<file path="config.mk">
export PLATFORM = sky130hd
export DESIGN_NAME = wb_ram_arbiter_flat
export DESIGN_NICKNAME = d
export VERILOG_FILES = /design/src/rtl/wb_ram_arbiter_if.sv /design/src/rtl/wb_ram_arbiter.sv /design/src/flat_wrapper.sv
export SDC_FILE = /design/constraint.sdc
export NUM_CORES = 1
export LEC_CHECK = 0
export BUFFER_PORTS_ARGS = -buffer_cell sky130_fd_sc_hd__buf_4
export CORE_AREA = 5 5 120 122
export CTS_CLUSTER_DIAMETER = 40
export DETAILED_ROUTE_END_ITERATION = 8
export DIE_AREA = 0 0 125 127
export PLACE_DENSITY = 0.47
export RECOVER_POWER = 50
export SETUP_SLACK_MARGIN = 0.5
export SLEW_MARGIN = 15
export SYNTH_ARGS = -nofsm -noshare
export SYNTH_HDL_FRONTEND = slang
export SYNTH_SLANG_ARGS = --single-unit
</file>
<file path="constraint.sdc">
create_clock -name wb_clk_i -period 2.71 [get_ports wb_clk_i]
set_input_delay 0.271 -clock wb_clk_i [delete_from_list [all_inputs] [get_ports wb_clk_i]]
set_output_delay 0.271 -clock wb_clk_i [all_outputs]
set_load 0.01 [all_outputs]
</file>
<file path="src/rtl/wb_ram_arbiter_if.sv">
// Wishbone classic bus bundle shared by the arbiter's two upstream masters and its RAM-side port.
interface wb_ram_arbiter_if;
    logic        cyc;
    logic        stb;
    logic        we;
    logic [3:0]  sel;
    logic [31:0] adr;
    logic [31:0] datM2s;
    logic [31:0] datS2m;
    logic        ack;
    logic        err;

    modport master (output cyc, stb, we, sel, adr, datM2s, input ack, datS2m);
    modport slave  (input cyc, stb, we, sel, adr, datM2s, output ack, err, datS2m);
endinterface

</file>
<file path="src/rtl/wb_ram_arbiter.sv">
// Two-master round-robin Wishbone arbiter in front of the OpenRAM wrapper; the grant is held per cyc.
// Define WB_ARB_TIMEOUT_EN to enable the stalled-transfer watchdog.
module wb_ram_arbiter #(
    parameter int TIMEOUT_CYCLES = 16,
    parameter int TO_CNT_W       = 5
) (
    input  logic             wb_clk_i,
    input  logic             wb_rst_ni,
    wb_ram_arbiter_if.slave  m0_bus,
    wb_ram_arbiter_if.slave  m1_bus,
    wb_ram_arbiter_if.master s_bus
);

    typedef enum logic [1:0] {IDLE, GNT0, GNT1} state_e;

    state_e state_q, state_d;
    logic   lastGnt_q, lastGnt_d;
    logic   timeout;

`ifdef WB_ARB_TIMEOUT_EN
    logic [TO_CNT_W-1:0] toCnt_q, toCnt_d;
    logic                ownerCyc, ownerStb, stall;

    // Timeout fires on the cycle that would be the TIMEOUT_CYCLES-th stalled one.
    always_comb begin
        ownerCyc = 1'b0;
        ownerStb = 1'b0;
        if (state_q == GNT0) begin
            ownerCyc = m0_bus.cyc;
            ownerStb = m0_bus.stb;
        end else if (state_q == GNT1) begin
            ownerCyc = m1_bus.cyc;
            ownerStb = m1_bus.stb;
        end
        stall   = ownerCyc & ownerStb & ~s_bus.ack;
        timeout = stall && (toCnt_q == TO_CNT_W'(TIMEOUT_CYCLES - 1));
        toCnt_d = toCnt_q;
        if (state_q == IDLE || s_bus.ack || timeout)
            toCnt_d = '0;
        else if (stall)
            toCnt_d = toCnt_q + 1'b1;
    end

    always_ff @(posedge wb_clk_i or negedge wb_rst_ni) begin
        if (!wb_rst_ni)
            toCnt_q <= '0;
        else
            toCnt_q <= toCnt_d;
    end
`else
    logic unusedCfg;
    assign unusedCfg = ^{TIMEOUT_CYCLES, TO_CNT_W};
    assign timeout   = 1'b0;
`endif

    always_ff @(posedge wb_clk_i or negedge wb_rst_ni) begin
        if (!wb_rst_ni) begin
            state_q   <= IDLE;
            lastGnt_q <= 1'b1;
        end else begin
            state_q   <= state_d;
            lastGnt_q <= lastGnt_d;
        end
    end

    // On a tie the master that did not own the bus last wins.
    always_comb begin
        state_d   = state_q;
        lastGnt_d = lastGnt_q;
        unique case (state_q)
            IDLE: begin
                if (m0_bus.cyc && (!m1_bus.cyc || lastGnt_q))
                    state_d = GNT0;
                else if (m1_bus.cyc)
                    state_d = GNT1;
            end
            GNT0: begin
                if (!m0_bus.cyc || timeout) begin
                    state_d   = IDLE;
                    lastGnt_d = 1'b0;
                end
            end
            GNT1: begin
                if (!m1_bus.cyc || timeout) begin
                    state_d   = IDLE;
                    lastGnt_d = 1'b1;
                end
            end
            default: state_d = IDLE;
        endcase
    end

    always_comb begin
        s_bus.cyc     = 1'b0;
        s_bus.stb     = 1'b0;
        s_bus.we      = 1'b0;
        s_bus.sel     = '0;
        s_bus.adr     = '0;
        s_bus.datM2s  = '0;
        m0_bus.ack    = 1'b0;
        m0_bus.err    = 1'b0;
        m0_bus.datS2m = '0;
        m1_bus.ack    = 1'b0;
        m1_bus.err    = 1'b0;
        m1_bus.datS2m = '0;
        unique case (state_q)
            GNT0: begin
                s_bus.cyc     = m0_bus.cyc & ~timeout;
                s_bus.stb     = m0_bus.stb;
                s_bus.we      = m0_bus.we;
                s_bus.sel     = m0_bus.sel;
                s_bus.adr     = m0_bus.adr;
                s_bus.datM2s  = m0_bus.datM2s;
                m0_bus.ack    = s_bus.ack;
                m0_bus.err    = timeout;
                m0_bus.datS2m = s_bus.datS2m;
            end
            GNT1: begin
                s_bus.cyc     = m1_bus.cyc & ~timeout;
                s_bus.stb     = m1_bus.stb;
                s_bus.we      = m1_bus.we;
                s_bus.sel     = m1_bus.sel;
                s_bus.adr     = m1_bus.adr;
                s_bus.datM2s  = m1_bus.datM2s;
                m1_bus.ack    = s_bus.ack;
                m1_bus.err    = timeout;
                m1_bus.datS2m = s_bus.datS2m;
            end
            default: ;
        endcase
    end

endmodule
</file>
<file path="src/flat_wrapper.sv">
// flat-port wrapper written by rule: the top's interface ports become plain ports
module wb_ram_arbiter_flat 
#(
    parameter int TIMEOUT_CYCLES = 16,
    parameter int TO_CNT_W       = 5
)
  (wb_clk_i, wb_rst_ni, m0_bus_cyc, m0_bus_stb, m0_bus_we, m0_bus_sel, m0_bus_adr, m0_bus_datM2s, m0_bus_ack, m0_bus_err, m0_bus_datS2m, m1_bus_cyc, m1_bus_stb, m1_bus_we, m1_bus_sel, m1_bus_adr, m1_bus_datM2s, m1_bus_ack, m1_bus_err, m1_bus_datS2m, s_bus_cyc, s_bus_stb, s_bus_we, s_bus_sel, s_bus_adr, s_bus_datM2s, s_bus_ack, s_bus_datS2m);
  wb_ram_arbiter_if m0_bus_i ();
  wb_ram_arbiter_if m1_bus_i ();
  wb_ram_arbiter_if s_bus_i ();
  input  logic wb_clk_i;
  input  logic wb_rst_ni;
  input wire logic [$bits(m0_bus_i.cyc)-1:0] m0_bus_cyc;
  input wire logic [$bits(m0_bus_i.stb)-1:0] m0_bus_stb;
  input wire logic [$bits(m0_bus_i.we)-1:0] m0_bus_we;
  input wire logic [$bits(m0_bus_i.sel)-1:0] m0_bus_sel;
  input wire logic [$bits(m0_bus_i.adr)-1:0] m0_bus_adr;
  input wire logic [$bits(m0_bus_i.datM2s)-1:0] m0_bus_datM2s;
  output wire logic [$bits(m0_bus_i.ack)-1:0] m0_bus_ack;
  output wire logic [$bits(m0_bus_i.err)-1:0] m0_bus_err;
  output wire logic [$bits(m0_bus_i.datS2m)-1:0] m0_bus_datS2m;
  input wire logic [$bits(m1_bus_i.cyc)-1:0] m1_bus_cyc;
  input wire logic [$bits(m1_bus_i.stb)-1:0] m1_bus_stb;
  input wire logic [$bits(m1_bus_i.we)-1:0] m1_bus_we;
  input wire logic [$bits(m1_bus_i.sel)-1:0] m1_bus_sel;
  input wire logic [$bits(m1_bus_i.adr)-1:0] m1_bus_adr;
  input wire logic [$bits(m1_bus_i.datM2s)-1:0] m1_bus_datM2s;
  output wire logic [$bits(m1_bus_i.ack)-1:0] m1_bus_ack;
  output wire logic [$bits(m1_bus_i.err)-1:0] m1_bus_err;
  output wire logic [$bits(m1_bus_i.datS2m)-1:0] m1_bus_datS2m;
  output wire logic [$bits(s_bus_i.cyc)-1:0] s_bus_cyc;
  output wire logic [$bits(s_bus_i.stb)-1:0] s_bus_stb;
  output wire logic [$bits(s_bus_i.we)-1:0] s_bus_we;
  output wire logic [$bits(s_bus_i.sel)-1:0] s_bus_sel;
  output wire logic [$bits(s_bus_i.adr)-1:0] s_bus_adr;
  output wire logic [$bits(s_bus_i.datM2s)-1:0] s_bus_datM2s;
  input wire logic [$bits(s_bus_i.ack)-1:0] s_bus_ack;
  input wire logic [$bits(s_bus_i.datS2m)-1:0] s_bus_datS2m;
  assign m0_bus_i.cyc = m0_bus_cyc;
  assign m0_bus_i.stb = m0_bus_stb;
  assign m0_bus_i.we = m0_bus_we;
  assign m0_bus_i.sel = m0_bus_sel;
  assign m0_bus_i.adr = m0_bus_adr;
  assign m0_bus_i.datM2s = m0_bus_datM2s;
  assign m0_bus_ack = m0_bus_i.ack;
  assign m0_bus_err = m0_bus_i.err;
  assign m0_bus_datS2m = m0_bus_i.datS2m;
  assign m1_bus_i.cyc = m1_bus_cyc;
  assign m1_bus_i.stb = m1_bus_stb;
  assign m1_bus_i.we = m1_bus_we;
  assign m1_bus_i.sel = m1_bus_sel;
  assign m1_bus_i.adr = m1_bus_adr;
  assign m1_bus_i.datM2s = m1_bus_datM2s;
  assign m1_bus_ack = m1_bus_i.ack;
  assign m1_bus_err = m1_bus_i.err;
  assign m1_bus_datS2m = m1_bus_i.datS2m;
  assign s_bus_cyc = s_bus_i.cyc;
  assign s_bus_stb = s_bus_i.stb;
  assign s_bus_we = s_bus_i.we;
  assign s_bus_sel = s_bus_i.sel;
  assign s_bus_adr = s_bus_i.adr;
  assign s_bus_datM2s = s_bus_i.datM2s;
  assign s_bus_i.ack = s_bus_ack;
  assign s_bus_i.datS2m = s_bus_datS2m;
  wb_ram_arbiter #(.TIMEOUT_CYCLES(TIMEOUT_CYCLES), .TO_CNT_W(TO_CNT_W)) u_core (.wb_clk_i(wb_clk_i), .wb_rst_ni(wb_rst_ni), .m0_bus(m0_bus_i), .m1_bus(m1_bus_i), .s_bus(s_bus_i));
endmodule
</file>
* After elaboration in Yosys (flattened, before gate mapping) *
Cells that the tools add are included.

cells by class
  equality and inequality tests = 5
  muxes and demuxes = 18
  reductions and logical operators = 7

operators with widths
  operator                                               number
  one-hot mux 32 bit (2 select lines)                    2
  2-to-1 mux 32 bit                                      2
  2-to-1 mux 2 bit                                       4
  one-hot mux 1 bit (2 select lines)                     4
  one-hot mux 4 bit (2 select lines)                     1
  one-hot mux 2 bit (3 select lines)                     1
  AND reduction 3 bit                                    2
  2-to-1 mux 1 bit                                       4
  inequality test 2 bit, second input constant           2
  inequality test 3 x 2 -> 1 bit, second input constant  1
  equality test 2 x 1 -> 1 bit, second input constant    1
  equality test 2 bit, second input constant             1
  zero test 2 bit                                        1
  nonzero test 2 bit                                     1
  logical AND 1 bit                                      1
  zero test 1 bit                                        1
  logical OR 1 bit                                       1

storage, ports and cells
  register bits after elaboration = 3
  input port bits = 177

* Longest topological paths before layout *
Gate-level depths: netlist of the first run.

  depth in word-level cells = 5
  mapped depth = 7
  mapped depth without buffers = 5

* Worst setup path after synthesis of the first run *
No wires, ideal clock.

  kind = flip-flop to output port
  start = register u_core.state_q[0]
  end = output s_bus_adr[26]
  data arrival time = 1.333 ns
  setup slack = 1.106 ns
  stages on the path, launching flop included = 7
  cell sequence = dfrtp_1 -> inv_1 -> ha_1 -> buf_6 -> clkbuf_1 -> a22oi_1 -> nor2b_1

on the way
  word-level cells in the longest chain between the ends = 2

ends and longest elaborated chain
  item                                                                        line                   source
  start, declared                                                             wb_ram_arbiter.sv:16   state_e state_q, state_d;
  start signal, assigned                                                      wb_ram_arbiter.sv:61   state_q <= state_d;
  equality test 2 bit / equality test 2 x 1 -> 1 bit (equally long branches)  wb_ram_arbiter.sv:106  unique case (state_q)
  one-hot mux 32 bit (2 select lines) (*)                                     wb_ram_arbiter.sv:106
  end, declared                                                               flat_wrapper.sv:35     output wire logic [$bits(s_bus_i.adr)-1:0] s_bus_adr;

Mark *: on every way between the ends. The rest lies on a longest branch, timed or not.

* Worst setup path after layout of the first run *
  start = register u_core.state_q[0]
  end = output s_bus_datM2s[1]

on the way
  word-level cells in the longest chain between the ends = 2

ends and longest elaborated chain
  item                                                                        line                   source
  equality test 2 bit / equality test 2 x 1 -> 1 bit (equally long branches)  wb_ram_arbiter.sv:106
  one-hot mux 32 bit (2 select lines) (*)                                     wb_ram_arbiter.sv:106
  end, declared                                                               flat_wrapper.sv:36     output wire logic [$bits(s_bus_i.datM2s)-1:0] s_bus_datM2s;

Marks and branches as above.

==> results_dict.tcl, run 1 <==
set metrics [dict create \
    status "completed" \
    cp.arrival_ns 2.06 \
    numCtsBuffers 3 \
    antenna_found_initial 0 \
    multiInputGateArea_mm2 0.001534 \
    setup_slack_ns 0.3808 \
    syn_area_mm2 0.001782 \
    period_share 0.8595 \
    drv_slew 0 \
    path_common_cell "clkbuf_1" \
    grt_max_degree 52 \
    p_per_area_mw_per_mm2 825.4 \
    clock-sinks 3 \
    ys_seq_area_frac 0.04284 \
    die-area_mm2 0.01588 \
    syn2layout_area_growth_pct 137.4 \
    design_power_total_mw 3.491 \
    min_path_type "primary input to flop" \
    synth_top_area_frac 0.2949 \
    core_area_mm2 0.01309 \
    avgSynthCellArea_um2 6.853 \
    cts.clk_slew.worst_paths_ns 0.03 \
    wl_per_cell_um 16.01 \
    startpoint_type "flop" \
    start_util 0.1362 \
    dpl_worst_slack_ns 0.6267 \
    cts_max_path_buffers 2 \
    dp.cells 724 \
    hpwlAfterDp_um 9454 \
    drive_gt1_frac 0.5180 \
    ioPinCount 316 \
    yosysTopAreaCell "a22oi_1" \
    clk_latency_ns 0.22 \
    crit_chain "inv_1 -> ha_4 -> clkbuf_1 -> a22oi_1 -> nor2b_1 -> clkbuf_1" \
    yosys_register_bits 3 \
    drc_errors 0 \
    ant_nets 0 \
    die-height_um 127 \
    critPathKind "flop to output pin" \
    fin_setup_tns_ns 0 \
    rsz0062_at_grt "false" \
    yosysWarnings 0 \
    syn_inst 260 \
    maxCapViolCount 0 \
    synth_cell_types 20 \
    tightest_slew_ns 0.6072 \
    first_iter_violations 93 \
    end_kind "output pin" \
    seqCellArea_um2 76.32 \
    cts_tree "done" \
    critPathRequiredTime_ns 2.44 \
    timing.fmax_mhz 429.3 \
    htree_levels 1 \
    synthTopCellsByArea "a22oi_1, nor2b_1, and2_1" \
    grt_first_pass_wirelength_um 17000 \
    max_stage_delay_ns 0.46 \
    n_fill_cell 1432 \
    rows 42 \
    slew_headroom 0.5952 \
    first_global_vias 3172 \
    p_leak_nw 1.998 \
    setup_violations 0 \
    final-hold-violation-count 0 \
    vdd_drop_max_uv 335.2 \
    port_buffers 313 \
    finalNonFillerCells 732 \
    grt-ovfl-total 0 \
    finalNetCount 738 \
    skew_ns 0.002490 \
    n_antenna_cell 0 \
    die_w_um 125 \
    cts_root_buf "clkbuf_16" \
    drt-total-wl_um 11720 \
    cp_max_fo 12 \
    gr-usage-all-layers 0.1299 \
    gp_congestion 0.8628 \
    num_vias 3036 \
    cp_slowest_cell "clkbuf_1" \
    via_per_inst 4.148 \
    firstDrtPassIters 4 \
    layout_min_cycle_time_ns 2.329 \
]
## flip-flops by register name (all words and copies together), names as in the netlist
register / count
u_core.lastGnt_q: 1
u_core.state_q: 2
## cells by family after synthesis
logic type,count (synthesis),synth area share
AOI/OAI and AO/OA,78,0.3350
adders and majority gates,4,0.02809
buffers and inverters,36,0.1025
DFF,3,0.04284
muxes,1,0.008424
other,1,0.002105
and+or+nand+nor,137,0.4810
## per-layer routing
metal / GRT usage / up-vias / part of all wire
met1: 0.1421 / 1349 / 0.38
li1: - / 1489 / -
met2: 0.2407 / 190 / 0.51
met3: 0.05718 / 8 / 0.10
met5: 0 / - / 0
met4: 0.01339 / 0 / 0.011
## through the flow
step / cell area, µm² / hold slack [ns] / utilization
2_1_floorplan: 1785 / -0.02459 / -
3_3_place_gp: 4273 / 0.06479 / 0.3265
3_5_place_dp: 4273 / 0.06368 / 0.3265
4_1_cts: 4387 / 0.3974 / 0.3352
5_1_grt: 4229 / 0.4130 / 0.3232
6_report: 4229 / 0.3780 / 0.3232
## cells in the mapped netlist
cell type,number
a22oi_4,1
nor2b_1,71
dfrtp_1,2
inv_1,4
a32o_1,1
ha_1,4
buf_4,6
and2_1,66
buf_6,1
buf_2,14
dfstp_2,1
o21ai_2,1
a21oi_1,1
o21ai_0,2
conb_1,1
a21boi_0,1
o2111ai_1,1
a22oi_1,70
mux2_4,1
clkbuf_1,11
## report_power, final
group | switching (mW) | internal (mW) | total (mW) | leakage (nW)
Combinational | 1.60 | 1.56 | 3.16 | 1.92
Sequential | 0.0240 | 0.0693 | 0.0933 | 0.0362
Clock | 0.0393 | 0.194 | 0.233 | 0.0382
Total | 1.67 | 1.82 | 3.49 | 2.00
## layout by cell type (no fill, tap or decap), types with 2 or more instances in the layout
| cell type | n |
|---|---|
| ha_4 | 2 |
| dfrtp_1 | 2 |
| clkbuf_1 | 42 |
| conb_1 | 2 |
| a22oi_1 | 71 |
| clkbuf_2 | 2 |
| and2_1 | 48 |
| inv_1 | 4 |
| buf_12 | 2 |
| ha_1 | 2 |
| buf_4 | 275 |
| and2_0 | 18 |
| nor2b_1 | 71 |
| o21ai_0 | 3 |
| clkbuf_16 | 3 |
## final cells by class
cell class	instances	area share
timing repair buffer	323	0.5450
clock buffer	4	0.01864
tap	176	0.05207
multi-input combinational	222	0.3627
sequential	3	0.01805
inverter	4	0.003550
## critical path: cells and delay by family (launching register included)
family | cells | cell delay, ns
AO/OA/AOI/OAI | 1 | 0.17
adder cells (fa/ha/maj) | 1 | 0.27
AND/OR/NAND/NOR | 1 | 0.17
buffers and inverters | 3 | 0.82
flip-flops | 1 | 0.40
## path summary, 6_finish.rpt
check	start	end	slack [ns]	cells after the start
hold reg to reg	u_core.lastGnt_q	u_core.lastGnt_q	0.63	1
setup reg to reg	u_core.state_q[0]	u_core.lastGnt_q	0.66	6
hold / removal	m0_bus_cyc	u_core.state_q[0]	0.38	3
max in group asynchronous	wb_rst_ni	u_core.lastGnt_q	2.06	2
setup / recovery	u_core.state_q[0]	s_bus_datM2s[1]	0.38	6
min in group asynchronous	wb_rst_ni	u_core.state_q[1]	0.41	2
## repair_timing
action	4_1_cts	5_1_grt
endpoints found under the setup margin	53	13
buffers inserted	1	2
hold endpoints to repair	3	0
gates resized for setup	1	0
hold buffers	1	0
No activity file was read; power rests on OpenSTA's default activity.
==> run 2: changes to the inputs <==
--- a/config.mk
+++ b/config.mk
@@ -5,12 +5,14 @@
 export SDC_FILE = /design/constraint.sdc
 export NUM_CORES = 1
 export LEC_CHECK = 0
+export ABC_AREA = 1
 export BUFFER_PORTS_ARGS = -buffer_cell sky130_fd_sc_hd__buf_4
-export CORE_AREA = 5 5 120 122
+export CORE_AREA = 5 5 121 123
 export CTS_CLUSTER_DIAMETER = 40
 export DETAILED_ROUTE_END_ITERATION = 8
-export DIE_AREA = 0 0 125 127
-export PLACE_DENSITY = 0.47
+export DIE_AREA = 0 0 126 128
+export GPL_TIMING_DRIVEN = 0
+export PLACE_DENSITY = 0.46
 export RECOVER_POWER = 50
 export SETUP_SLACK_MARGIN = 0.5
 export SLEW_MARGIN = 15
==> results_dict.tcl, run 2 <==
set metrics [dict create \
    seqCellArea_um2 76.32 \
    port_buffers 313 \
    final_common_cell "buf_4" \
    critPathKind "flop to output pin" \
    drv_slew 0 \
    n_fill_cell 1557 \
    finalInstanceArea_mm2 0.004272 \
    cp_slowest_cell "dfrtp_1" \
    drive_gt1_frac 0.3888 \
    die_w_um 126 \
    clock-sinks 3 \
    regMostFlops "u_core.state_q" \
    hpwlAfterDp_um 10850 \
    ioPinCount 316 \
    cp.arrival_ns 1.97 \
    maxCapViolCount 0 \
    min_path_type "primary input to flop" \
    drt-total-wl_um 12640 \
    cp_top_family "buffers and inverters" \
    p_leak_nw 2.589 \
    dpl_worst_slack_ns 0.6324 \
    layout_min_cycle_time_ns 2.239 \
    synthFlopType "dfrtp_1" \
    skew_ns 0.0008606 \
    max_stage_delay_ns 0.39 \
    die-area_mm2 0.01613 \
    avgSynthCellArea_um2 4.409 \
    gp_congestion 0.9023 \
    fin_setup_tns_ns 0 \
    gr-usage-all-layers 0.1401 \
    cts.clk_slew.worst_paths_ns 0.03 \
    first_iter_violations 85 \
    synth_edf_count 0 \
    die-height_um 128 \
    largest_reg_flops 2 \
    ant_nets 0 \
    n_antenna_cell 0 \
    final-hold-violation-count 0 \
    firstDrtPassIters 7 \
    cp_max_fo 10 \
    via_per_inst 4.005 \
    finalNetCount 915 \
    multiInputGateArea_mm2 0.001280 \
    setup_violations 0 \
    cts_root_buf "clkbuf_16" \
    grt_first_pass_wirelength_um 18510 \
    status "completed" \
    cts_max_path_buffers 2 \
    critPathRequiredTime_ns 2.44 \
    synthTopCellsByCount "nand2_1, inv_1, a21oi_1, buf_2, clkbuf_1" \
    setup_slack_ns 0.4711 \
    synth_top_area_frac 0.4565 \
    period_share 0.8262 \
    final_cell_mix "buf_4, nand2_1, inv_1" \
    yosysTopAreaCell "nand2_1" \
    grt_max_degree 11 \
    rows 43 \
    yosys_register_bits 3 \
    num_vias 3657 \
    clk_latency_ns 0.23 \
    cp_num_buf_inv 4 \
    yosysMostFrequentCell "nand2_1" \
    syn_inst 414 \
    grt-ovfl-total 0 \
    drc_errors 0 \
    vdd_drop_max_uv 408.7 \
    syn_area_mm2 0.001826 \
    rsz0062_at_grt "false" \
    yosysWarnings 0 \
    numCtsBuffers 3 \
    antenna_found_initial 0 \
    wl_per_cell_um 13.85 \
    timing.fmax_mhz 446.6 \
    syn2layout_area_growth_pct 134.0 \
    synthTopCellsByArea "nand2_1, a21oi_1, inv_1" \
    p_per_area_mw_per_mm2 832.9 \
    crit_chain "inv_1 -> ha_1 -> clkbuf_1 -> buf_2 -> nand2_1 -> a21oi_1 -> buf_4" \
    async_flop_share 1.000 \
    cts_setup_buffers 0 \
    first_global_vias 3704 \
    startpoint_type "flop" \
    core_area_mm2 0.01356 \
    start_util 0.1346 \
    htree_levels 1 \
    place_area_mm2 0.004404 \
    synth_cell_types 16 \
    ys_seq_area_frac 0.04181 \
    largestRegisters "u_core.state_q: 2 flops, u_core.lastGnt_q: 1 flops" \
    end_kind "output pin" \
    cts_tree "done" \
]
==> run 2: cell count changes after synthesis, sizes merged, moves of 66 or more <==
cell,delta
nand2,+222
a22oi,-71
nor2b,-71
a21oi,+70
inv,+69
and2,-66
==> run 2: per-layer routing <==
layer / vias to the layer above / track usage / wire [µm]
met5: - / 0 / 0
met4: 0 / 0.03785 / 264
met3: 19 / 0.03625 / 1221
met2: 211 / 0.2786 / 6471
met1: 1578 / 0.1436 / 4685
li1: 1849 / - / -
==> run 2: per-stage QoR <==
step	total power, mW	utilization	hold WS (ns)	instances
2_1_floorplan	1.835	-	-0.02459	415
3_3_place_gp	3.561	0.3248	0.06103	908
3_5_place_dp	3.574	0.3248	0.06507	908
4_1_cts	3.836	0.3316	0.3607	913
5_1_grt	3.933	0.3151	0.3840	913
6_report	3.558	0.3151	0.3620	913
==> run 2: worst paths after layout <==
kind / startpoint / end / slack [ns] / depth (start not counted)
max in group asynchronous: wb_rst_ni / u_core.lastGnt_q / 2.07 / 2
min in group asynchronous: wb_rst_ni / u_core.state_q[0] / 0.41 / 2
setup / recovery: u_core.state_q[0] / s_bus_datM2s[5] / 0.47 / 7
setup reg to reg: u_core.state_q[0] / u_core.lastGnt_q / 1.07 / 6
hold reg to reg: u_core.lastGnt_q / u_core.lastGnt_q / 0.47 / 2
hold / removal: m0_bus_cyc / u_core.state_q[1] / 0.36 / 4
==> run 2: cell type report <==
class                   count  share of cell area
clock buffers               4             0.01845
well taps                 180             0.05272
repair buffers            314              0.5032
flip-flops and latches      3             0.01787
plain buffers              33             0.04394
inverters                  73             0.06415
multi-input cells         306              0.2996
==> run 2: tightest hold or removal path, stage by stage <==
cell and delay [ns]:
buf_4 0.10, a21oi_1 0.06, nand2_1 0.06, nand2_1 0.04
==> run 2: kinds of logic after synthesis <==
family,synth area share
other,0.002054
buffers and inverters,0.2591
adders and majority gates,0.02742
AOI/OAI and AO/OA,0.1947
DFF,0.04181
and+or+nand+nor,0.4750
==> run 2: repair_timing <==
| item | 4_1_cts | 5_1_grt |
|---|---|---|
| hold endpoints to repair | 3 | 0 |
| hold buffers | 1 | 0 |
| endpoints found under the setup margin | 12 | 0 |
| gates resized for setup | 2 | 0 |
==> run 2: where the power goes <==
part           switching (mW)  total [mW]  internal, mW
combinational            1.98        3.23          1.25
clock                  0.0426       0.237         0.194
sequential             0.0173      0.0876        0.0703
